==> config.mk <==
export PLATFORM = sky130hd
export DESIGN_NAME = wb_bus_arbiter
export DESIGN_NICKNAME = d
export VERILOG_FILES = /design/src/rtl/wb_bus_arbiter.sv
export SDC_FILE = /design/constraint.sdc
export NUM_CORES = 1
export LEC_CHECK = 0
export CAP_MARGIN = 20
export CELL_PAD_IN_SITES_DETAIL_PLACEMENT = 0
export CELL_PAD_IN_SITES_GLOBAL_PLACEMENT = 1
export CORE_ASPECT_RATIO = 1.25
export CORE_MARGIN = 10
export CORE_UTILIZATION = 15
export DETAILED_ROUTE_END_ITERATION = 12
export PLACE_DENSITY = 0.81
export REMOVE_ABC_BUFFERS = 1
export SETUP_SLACK_MARGIN = 0.1
export SLEW_MARGIN = 10
export SYNTH_ARGS = -nofsm -noshare
export SYNTH_HDL_FRONTEND = slang
export SYNTH_SLANG_ARGS = --single-unit
==> constraint.sdc <==
create_clock -name i_CLK -period 1.6 [get_ports i_CLK]
set_input_delay 0.32 -clock i_CLK [delete_from_list [all_inputs] [get_ports i_CLK]]
set_output_delay 0.32 -clock i_CLK [all_outputs]
set_load 0.02 [all_outputs]
==> src/rtl/wb_bus_arbiter.sv <==
`default_nettype none
// ============================================================================
// wb_bus_arbiter : round-robin sharing of one classic Wishbone slave bus
//                  between N masters, with an ACK watchdog.
// Revision       : 1.0
// ============================================================================
module wb_bus_arbiter #(
    parameter int N_MASTERS  = 2,
    parameter int ADDR_WIDTH = 32,
    parameter int DATA_WIDTH = 32,
    parameter int TIMEOUT    = 255
) (
    input  logic                                i_CLK,
    input  logic                                i_RST,
    input  logic [N_MASTERS-1:0]                i_M_CYC,
    input  logic [N_MASTERS-1:0]                i_M_STB,
    input  logic [N_MASTERS-1:0]                i_M_WE,
    input  logic [N_MASTERS*ADDR_WIDTH-1:0]     i_M_ADDR,
    input  logic [N_MASTERS*DATA_WIDTH-1:0]     i_M_DATA,
    input  logic [N_MASTERS*DATA_WIDTH/8-1:0]   i_M_SEL,
    output logic [N_MASTERS-1:0]                o_M_ACK,
    output logic [N_MASTERS-1:0]                o_M_ERR,
    output logic [DATA_WIDTH-1:0]               o_M_DATA,
    output logic                                o_S_CYC,
    output logic                                o_S_STB,
    output logic                                o_S_WE,
    output logic [ADDR_WIDTH-1:0]               o_S_ADDR,
    output logic [DATA_WIDTH-1:0]               o_S_DATA,
    output logic [DATA_WIDTH/8-1:0]             o_S_SEL,
    input  logic                                i_S_ACK,
    input  logic [DATA_WIDTH-1:0]               i_S_DATA,
    output logic [N_MASTERS-1:0]                o_GNT
);

    localparam int c_SEL_W = DATA_WIDTH / 8;
    localparam int c_PTR_W = $clog2(N_MASTERS);
    localparam int c_TMR_W = $clog2(TIMEOUT + 1);
    localparam logic [c_TMR_W-1:0] c_TMR_LAST = c_TMR_W'(TIMEOUT - 1);
    localparam logic [N_MASTERS-1:0] c_ONE = {{(N_MASTERS-1){1'b0}}, 1'b1};

    typedef enum logic [0:0] {
        ST_IDLE = 1'b0,
        ST_BUSY = 1'b1
    } state_t;

    state_t                 state_q, state_d;
    logic [N_MASTERS-1:0]   gnt_q, gnt_d;
    logic [c_PTR_W-1:0]     ptr_q, ptr_d;
    logic [c_TMR_W-1:0]     tmr_q, tmr_d;

    logic                   w_busy;
    logic                   w_own_cyc;
    logic                   w_own_stb;
    logic                   w_timeout;
    logic                   w_ack;
    logic [c_PTR_W-1:0]     w_winner;

    // Lowest rotation distance from the last winner wins; the last winner
    // itself is checked last, so it only wins again when nobody else asks.
    function automatic logic [c_PTR_W-1:0] f_pick(
        input logic [N_MASTERS-1:0] req,
        input logic [c_PTR_W-1:0]   last
    );
        logic [c_PTR_W-1:0] pick;
        logic [c_PTR_W-1:0] idx;
        pick = last;
        for (int i = N_MASTERS; i >= 1; i--) begin
            idx = c_PTR_W'((int'(last) + i) % N_MASTERS);
            if (req[idx]) pick = idx;
        end
        return pick;
    endfunction

    assign w_winner  = f_pick(i_M_CYC, ptr_q);
    assign w_busy    = (state_q == ST_BUSY);
    assign w_own_cyc = w_busy & i_M_CYC[ptr_q];
    assign w_own_stb = w_own_cyc & i_M_STB[ptr_q];
    // ACK has priority over the watchdog in the same cycle.
    assign w_timeout = w_own_stb & ~i_S_ACK & (tmr_q == c_TMR_LAST);

    assign o_S_CYC  = w_own_cyc & ~w_timeout;
    assign o_S_STB  = w_own_stb & ~w_timeout;
    assign o_S_WE   = w_busy & i_M_WE[ptr_q];
    assign w_ack    = i_S_ACK & o_S_STB;
    assign o_M_ACK  = gnt_q & {N_MASTERS{w_ack}};
    assign o_M_ERR  = gnt_q & {N_MASTERS{w_timeout}};
    assign o_M_DATA = i_S_DATA;
    assign o_GNT    = gnt_q;

    always_comb begin
        o_S_ADDR = '0;
        o_S_DATA = '0;
        o_S_SEL  = '0;
        if (w_busy) begin
            o_S_ADDR = i_M_ADDR[int'(ptr_q)*ADDR_WIDTH +: ADDR_WIDTH];
            o_S_DATA = i_M_DATA[int'(ptr_q)*DATA_WIDTH +: DATA_WIDTH];
            o_S_SEL  = i_M_SEL[int'(ptr_q)*c_SEL_W +: c_SEL_W];
        end
    end

    always_comb begin
        state_d = state_q;
        gnt_d   = gnt_q;
        ptr_d   = ptr_q;
        tmr_d   = '0;
        if (w_own_stb && !i_S_ACK && !w_timeout) begin
            tmr_d = tmr_q + c_TMR_W'(1);
        end
        case (state_q)
            ST_IDLE: begin
                gnt_d = '0;
                if (|i_M_CYC) begin
                    state_d = ST_BUSY;
                    ptr_d   = w_winner;
                    gnt_d   = c_ONE << w_winner;
                end
            end
            ST_BUSY: begin
                // Owner release always costs one idle cycle before re-arbitration.
                if (!i_M_CYC[ptr_q]) begin
                    state_d = ST_IDLE;
                    gnt_d   = '0;
                end
            end
            default: begin
                state_d = ST_IDLE;
                gnt_d   = '0;
            end
        endcase
    end

    always_ff @(posedge i_CLK) begin
        if (i_RST) begin
            state_q <= ST_IDLE;
            gnt_q   <= '0;
            ptr_q   <= c_PTR_W'(N_MASTERS - 1);
            tmr_q   <= '0;
        end else begin
            state_q <= state_d;
            gnt_q   <= gnt_d;
            ptr_q   <= ptr_d;
            tmr_q   <= tmr_d;
        end
    end

endmodule
`default_nettype wire

Word-level counts from Yosys, hierarchy flattened --
Cells that the tools add are included.
Cells by class: $add $sub $neg 3, $mul 0, div/mod/pow operators 0, magnitude comparators 3, equality and inequality tests 2, shift-type cells 4, muxes and demuxes 21, bitwise gates (word level) 14, reduce and logical (&&, ||, !) cells 7
Operators with widths (count):
- variable part select 64 x 7 -> 32 bit | 2
- two-way mux 32 bit | 2
- two-way mux 1 bit | 14
- adder 8 x 1 -> 8 bit, second input constant | 1
- bitwise AND 1 bit | 8
- equality test 8 bit, second input constant | 1
- variable part select 8 x 4 -> 4 bit | 1
- less-than comparator 1 x 2 -> 1 bit, second input constant | 3
- bitwise AND 2 bit | 2
- two-way mux 2 bit | 2
- two-way mux 4 bit | 1
- NOT 1 bit | 4
- case mux 2 bit (2 select lines) | 1
- OR reduction 2 bit | 2
- adder 1 bit, second input constant | 2
- logical AND 1 bit | 2
- zero test 1 bit | 2
- inequality test 2 bit, second input constant | 1
- case mux 1 bit (2 select lines) | 1
- AND reduction 2 bit | 1
- left shift 1 x 1 -> 2 bit, first input constant | 1
Storage, ports and cells: bits in registers 12, bits in latches 0, bits in writable memories 0, ROM bits 0, memories kept 0

Depth between registers and ports, before layout --
Gate-level depths: netlist of run 1.
depth after elaboration 10, mapped depth 5, gate-level depth less buffers 5

Worst setup path before layout of run 1 --
OpenSTA, ideal clock, no wires.
kind reg-to-output, from reg tmr_q[0], to out o_S_CYC, arrival time 1.362 ns, data required time 1.280 ns, slack -0.082 ns, cell stages (with the launch flop) 6, buffers on the path 0, cell sequence dfxtp_1 -> inv_1 -> ha_1 -> nand3_1 -> a2111oi_4 -> nor3b_1
On the way: cells in the longest elaborated chain, start to end 4
RTL lines:
- start: declaration | RTL line 49 | logic [c_TMR_W-1:0] tmr_q, tmr_d;
- start signal: assignment | RTL line 142 | tmr_q <= tmr_d;
- equality test 8 bit | RTL line 79 | assign w_timeout = w_own_stb & ~i_S_ACK & (tmr_q == c_TMR_LAST);
- bitwise AND 1 bit | RTL line 79
- NOT 1 bit | RTL line 81 | assign o_S_CYC = w_own_cyc & ~w_timeout;
- bitwise AND 1 bit | RTL line 81
- end: declaration | RTL line 24 | output logic o_S_CYC,
Every way passes these cells.

Final worst setup path of run 1 --
from reg ptr_q, to out o_S_CYC
On the way: cells in the longest elaborated chain, start to end 8, elaborated cells on any way between the ends 10
RTL lines:
- start: declaration | RTL line 48 | logic [c_PTR_W-1:0] ptr_q, ptr_d;
- start signal: assignment | RTL line 136 | ptr_q <= c_PTR_W'(N_MASTERS - 1);
- start signal: assignment | RTL line 141 | ptr_q <= ptr_d;
- two-way mux 1 bit (implied by the code) (2 in series) | RTL line 76 | assign w_own_cyc = w_busy & i_M_CYC[ptr_q];
- bitwise AND 1 bit | RTL line 76
- bitwise AND 1 bit | RTL line 77 | assign w_own_stb = w_own_cyc & i_M_STB[ptr_q];
- bitwise AND 1 bit (2 in series) | RTL line 79
- NOT 1 bit | RTL line 81
- bitwise AND 1 bit (*) | RTL line 81
Every way passes the cells marked *; elsewhere a longest branch is shown, timed or not. The select of a mux whose other input is x is not followed.

==> summary.md, run 1 <==
| Metric | Value |
|---|---|
| Hold buffer count at cts | 0 |
| Number of stages on the worst hold path | 2 |
| Fin util | 33.91% |
| Synthesized area per cell | 8.188 um^2 |
| Flip-flop and latch count after synthesis | 12 |
| Violations in the final reports | setup timing |
| Number of cell rows | 48 |
| Final number of setup-violating endpoints | 75 |
| Final hold violations | 0 |
| Max Freq | 531.1 MHz |
| Maximum number of pins on one net before global-route repair | 73 |
| Placer's final routability congestion estimate | 0.7870 |
| Terminating pin of the worst hold path | tmr_q[5] |
| Post-synth EDFFs | 0 |
| Footprint of the multi-input gates | 0.001648 mm^2 |
| Max Fanout on Critical Path | 4 |
| Number of global-route vias before repair | 2,730 |
| Library cell used as clock root buffer | clkbuf_16 |
| Post-detailed-placement cell area | 0.004427 mm^2 |
| Worst hold margin | 539.8 ps |
| Start point of the worst hold path | tmr_q[5] |
| Sequential fraction of the synthesis area | 11.33% |
| R2r startpoint | ptr_q |
| Area growth from synthesis to layout | 120.9% |
| Residual DRC count | 0 |
| Routed wire length per instance | 20.57 um |
| Final number of max-transition violations | 0 |
| Total inserted antenna cells | 0 |
| TritonCTS clock tree | done |
| Worst min path class | register to register |
| Final cycle utilization of the critical path | 117.7% |
| Share of final-layout standard cells stronger than drive strength 1 | 30.00% |
| Count of nets after finishing | 650 |
| Ordered cell list for the critical path | nand4b_4 > a2111oi_4 > buf_4 > nor3b_2 > buf_4 |
| Final critical delay including setup and external delays | 1883 ps |
| DR iter-0 viols | 83 |
| H-tree depth | 1 |
| Sequential cell area in the final layout | 251.5 um^2 |
| P_leak | 2.275 nW |
| Post-synthesis instance area | 0.002121 mm^2 |
| Unrepaired setup endpoints after global routing | yes |
| Die Width | 126.4 um |
| Number of buffers created by CTS | 3 |
| Final HPWL from detailed placement | 10,180 um |
| Stage delay of the slowest cell on the critical path | 380 ps |
| Register-to-Register Setup Slack | 0 ps |
| Routed via count | 2,688 |
| Die ar. | 0.01932 mm^2 |
| Initial cell density of the core | 15.35% |
| Setup crit end kind | primary output |
| Overall overflow remaining after global route | 0 |
| Number of max-cap violations | 0 |
| Total power divided by cell area | 455.8 mW/mm^2 |
| Number of instances in the synthesized netlist | 259 |
| Router iterations before antenna repair | 4 |
| Yosys warning count | 0 |
| Clock Latency Late Sink | 240 ps |
| Count of cell types in the netlist | 30 |
| Logic depth of the worst register-to-register path | 6 |
| Slew margin rel. | 79.42% |
| Signal arrival time at the worst endpoint | 1560 ps |
| Initial antenna violation count | 0 |
| Final std cell area, no fill | 0.004684 mm^2 |
| Final ANT Viol Nets | 0 |
| Worst clock skew | 2.846 ps |
| Outcome | finished with violations |
| Standard cell with the maximum stage delay on the critical path | a2111oi_4 |
| Worst Max-Slew Pin Slew | 300.1 ps |
| Fill cell instance count of the final layout | 1,457 |
| Launch point of the worst path | ptr_q |
| CTS max path bufs | 2 |
| CORE AREA | 0.01381 mm^2 |
| Data required, critical path | 1280 ps |
| # IOs | 286 |
| Most prevalent standard cell on the critical path | buf_4 |
| Category of the worst setup path launch point | register |
| Proportion of synthesized flip-flops having asynchronous set or reset | 0% |
| Total clock sinks | 12 |
| Path type of the worst setup path | register to primary output |
| Prevailing post-synth register cell | dfxtp_1 |
| Critical register-to-register path endpoint | tmr_q[2] |
| Maximum VDD drop | 455.0 uV |
| IO Port Bufs | 221 |
| Clock-pin slew on the worst setup and hold paths | 50 ps |
| Vias per cell | 4.167 |
| Minimum setup slack in the final design | -282.8 ps |
| Aggregate routed wire length | 13,270 um |
| Wire length of the first global-routing pass | 17,530 um |
| Total routing resource utilization after global routing | 11.42% |
| Vertical die dimension | 152.9 um |
timing repair:
action                     in CTS  in global routing
resized for setup             364                 46
buffers inserted                3                  3
setup endpoints to repair      88                 79
gates cloned                    3                  4
pin swaps                       4                  5
through the flow:
step           power (mW)  instances  setup slack [ps]  setup TNS (ps)
2_1_floorplan      0.8562        209             -2520         -171970
3_3_place_gp        1.539        628            -900.9          -35430
3_5_place_dp        1.556        628            -932.3          -36890
4_1_cts             2.052        638            -280.6           -8404
5_1_grt             2.242        645            -353.0          -13570
6_report            2.135        645            -282.8           -8599
logic make-up (layout without fill, tap and decap cells):
group / Yosys count / in the layout / share of synthesized area, %
XOR/XNOR: 3 / 3 / 1.239
adder cells (fa/ha/maj): 2 / 2 / 1.180
flip-flops: 12 / 12 / 11.33
AO/OA/AOI/OAI: 15 / 15 / 6.018
AND/OR/NAND/NOR: 104 / 104 / 30.91
buffers and inverters: 52 / 263 / 15.81
multiplexers: 71 / 71 / 33.51
worst max-delay path by stage:
stage / endpoint / slack [ps]
after floorplan: o_S_CYC / -2520
after global placement: o_M_ERR[0] / -900
after detailed placement: o_M_ERR[0] / -930
after CTS: o_S_CYC / -280
after global routing: o_S_CYC / -350
final: o_S_CYC / -280
synthesized netlist by cell type, types with 2 or more instances:
cell	count	area share [%]
o21ai_0	6	1.4
buf_2	7	1.7
nor2b_1	71	21
nor3_1	5	1.2
clkbuf_1	8	1.4
nor2_1	4	0.71
or3_1	3	0.89
dfxtp_1	12	11
nand2_1	2	0.35
and2_1	2	0.59
a211oi_1	3	1.1
mux2i_1	71	34
nand4_2	2	1.2
nand3_1	6	1.4
buf_4	35	12
ha_1	2	1.2
inv_1	2	0.35
and3_1	4	1.2
a21oi_1	2	0.47
xor2_1	2	0.83
metal layers:
layer	up-vias	part of all wire [%]	GRT usage [%]
li1	1278	-	-
met1	1242	42	13.57
met2	164	47	18.57
met3	4	11	5.986
met4	0	0.18	0.4889
met5	-	0	1.330
cell type report:
| cell class | count | area share (%) |
|---|---|---|
| clock buffer | 4 | 1.896 |
| sequential | 12 | 5.369 |
| tap | 175 | 4.674 |
| timing repair buffer | 257 | 52.72 |
| inverter | 2 | 0.1603 |
| multi-input combinational | 195 | 35.18 |
sequential cells by signal, summed over array words and instances (netlist names):
signal,count
o_GNT,2
ptr_q,1
state_q,1
tmr_q,8
critical path: cells and delay by family (launching register included):
kind	cells	cell delay (ps)
AOI/OAI and AO/OA	1	380
DFF	1	360
buffers and inverters	2	350
and+or+nand+nor	2	230
power breakdown:
| group | total, mW | switching (mW) | internal, mW |
|---|---|---|---|
| sequential | 0.323 | 0.0143 | 0.308 |
| combinational | 1.31 | 0.544 | 0.763 |
| clock | 0.505 | 0.128 | 0.377 |
cells in the final DEF (no fill, tap or decap), drive strengths merged, types with 3 or more instances in the layout:
cell	count
nor2	4
a211oi	4
nor2b	71
clkbuf	7
dfxtp	12
o21ai	6
and3	4
nand3	6
nor3	5
dlygate4sd2	6
or3	3
buf	108
clkdlybuf4s50	140
mux2i	71
No activity file was read; power rests on OpenSTA's default activity.
==> run 2, diff against run 1 <==
--- a/config.mk
+++ b/config.mk
@@ -12,7 +12,7 @@
 export CORE_MARGIN = 10
 export CORE_UTILIZATION = 15
 export DETAILED_ROUTE_END_ITERATION = 12
-export PLACE_DENSITY = 0.81
+export PLACE_DENSITY_LB_ADDON = 0.1
 export REMOVE_ABC_BUFFERS = 1
 export SETUP_SLACK_MARGIN = 0.1
 export SLEW_MARGIN = 10
==> summary.md, run 2 (synthesis gave the netlist of run 1 again) <==
| Metric | Value |
|---|---|
| Outcome | finished with violations |
| Violations in the final reports | setup timing |
| Vias per cell | 4.088 |
| Final number of max-transition violations | 0 |
| Residual DRC count | 0 |
| CTS max path bufs | 2 |
| Share of final-layout standard cells stronger than drive strength 1 | 33.67% |
| Final ANT Viol Nets | 0 |
| Unrepaired setup endpoints after global routing | yes |
| Worst Max-Slew Pin Slew | 341.6 ps |
| Hold buffer count at cts | 0 |
| Worst clock skew | 0.8456 ps |
| Fill cell instance count of the final layout | 1,448 |
| Signal arrival time at the worst endpoint | 1640 ps |
| Stage delay of the slowest cell on the critical path | 390 ps |
| Total power divided by cell area | 458.5 mW/mm^2 |
| Final std cell area, no fill | 0.004994 mm^2 |
| Sequential cell area in the final layout | 251.5 um^2 |
| Path type of the worst setup path | register to primary output |
| Final cycle utilization of the critical path | 122.7% |
| CORE AREA | 0.01381 mm^2 |
| Ordered cell list for the critical path | nand4_4 > a2111oi_4 > buf_4 > buf_6 > and2_4 > buf_6 |
| Placer's final routability congestion estimate | 0.7556 |
| Count of nets after finishing | 673 |
| Max Fanout on Critical Path | 4 |
| Die ar. | 0.01932 mm^2 |
| H-tree depth | 1 |
| Number of flip-flops under the largest register name | 8 |
| Aggregate routed wire length | 14,900 um |
| Library cell used as clock root buffer | clkbuf_16 |
| Data required, critical path | 1280 ps |
| Total clock sinks | 12 |
| Routed via count | 2,735 |
| Number of buffers created by CTS | 3 |
| Worst Path Buf+Inv | 3 |
| Setup crit end kind | primary output |
| Most prevalent standard cell on the critical path | buf_6 |
| TritonCTS clock tree | done |
| Maximum VDD drop | 462.0 uV |
| Number of global-route vias before repair | 2,755 |
| Clock Latency Late Sink | 240 ps |
| Max Freq | 509.4 MHz |
| Router iterations before antenna repair | 4 |
| IO Port Bufs | 221 |
| Number of max-cap violations | 0 |
| Die Width | 126.4 um |
| Vertical die dimension | 152.9 um |
| Leading cell types in the layout, fill and taps excluded | clkdlybuf4s50_1 (140), buf_4 (85), nor2b_1 (69) |
| Maximum number of pins on one net before global-route repair | 31 |
| Biggest register | tmr_q |
| Standard cell with the maximum stage delay on the critical path | dfxtp_4 |
| Overall overflow remaining after global route | 0 |
| Number of cell rows | 48 |
| Final hold violations | 0 |
| Category of the worst setup path launch point | register |
| Initial cell density of the core | 15.35% |
| Final HPWL from detailed placement | 12,210 um |
| Initial antenna violation count | 1 |
| P_leak | 2.405 nW |
| Leading cell type in the layout, fill and taps excluded | clkdlybuf4s50_1 |
| Worst slack at placement | -880.1 ps |
| Final number of setup-violating endpoints | 75 |
| Post-detailed-placement cell area | 0.004494 mm^2 |
| Routed wire length per instance | 22.27 um |
| Fin util | 36.15% |
| # IOs | 286 |
| Area growth from synthesis to layout | 135.5% |
| DR iter-0 viols | 44 |
| Worst min path class | register to register |
| Wire length of the first global-routing pass | 20,770 um |
| Dominant delay contributor by cell family on the critical path | flip-flops |
| Register-to-Register Setup Slack | 210 ps |
| Minimum setup slack in the final design | -363.0 ps |
| Slew margin rel. | 77.32% |
| Final critical delay including setup and external delays | 1963 ps |
| Clock-pin slew on the worst setup and hold paths | 50 ps |
| Footprint of the multi-input gates | 0.001625 mm^2 |
| Total routing resource utilization after global routing | 14.17% |
-- run 2: cell count changes in the layout (fill, tap and decap cells not counted), moves of 2 or more --
cell / before / now
buf_6: 8 / 19
buf_8: 0 / 9
buf_2: 20 / 7
clkbuf_16: 6 / 4
mux2i_2: 2 / 7
mux2i_1: 68 / 64
buf_12: 4 / 8
buf_4: 71 / 85
-- run 2: cell type report --
type	instances	area share [%]
Multi-Input combinational cell	195	32.55
Sequential cell	12	5.036
Inverter	2	0.1503
Clock buffer	4	1.779
Tap cell	175	4.385
Timing Repair Buffer	280	56.05
Antenna cell	1	0.05011
-- run 2: per-layer routing --
| layer | share of wire [%] | vias up | track usage [%] |
|---|---|---|---|
| met3 | 13 | 8 | 8.097 |
| met1 | 37 | 1221 | 15.34 |
| met2 | 49 | 182 | 23.79 |
| met5 | 0.48 | - | 2.660 |
| met4 | 0.62 | 2 | 1.684 |
| li1 | - | 1322 | - |
-- run 2: path summary, 6_finish.rpt --
| kind | start | end | depth (start not counted) |
|---|---|---|---|
| worst max-delay path | state_q | o_M_ERR[1] | 6 |
| worst min-delay path | tmr_q[5] | tmr_q[5] | 2 |
| worst max register to register | ptr_q | ptr_q | 6 |
| worst min register to register | tmr_q[5] | tmr_q[5] | 2 |
-- run 2: where the power goes --
part | internal, mW | switching [mW]
logic | 0.874 | 0.573
registers | 0.308 | 0.0171
clock network | 0.378 | 0.139
-- run 2: timing repair --
item / 4_1_cts / 5_1_grt
resized for setup: 344 / 35
gates cloned: 5 / 1
setup buffers: 15 / 11
pin swaps: 4 / 3
setup endpoints to repair: 85 / 77
endpoints found under the hold margin: 0 / 0
-- run 2: tightest hold or removal path, stage by stage (launching register included) --
cell and delay (ps):
dfxtp_2 320, o21ai_0 70, a211oi_1 70
-- run 2: through the flow --
step,std cells,hold slack (ps),TNS [ps],power [mW]
floorplan,209,389.1,-171970,0.8562
global placement,637,505.9,-25140,1.606
detailed placement,637,506.2,-25310,1.607
CTS,661,522.5,-13610,2.278
global route,668,540.1,-17260,2.408
finish,669,503.8,-12890,2.290
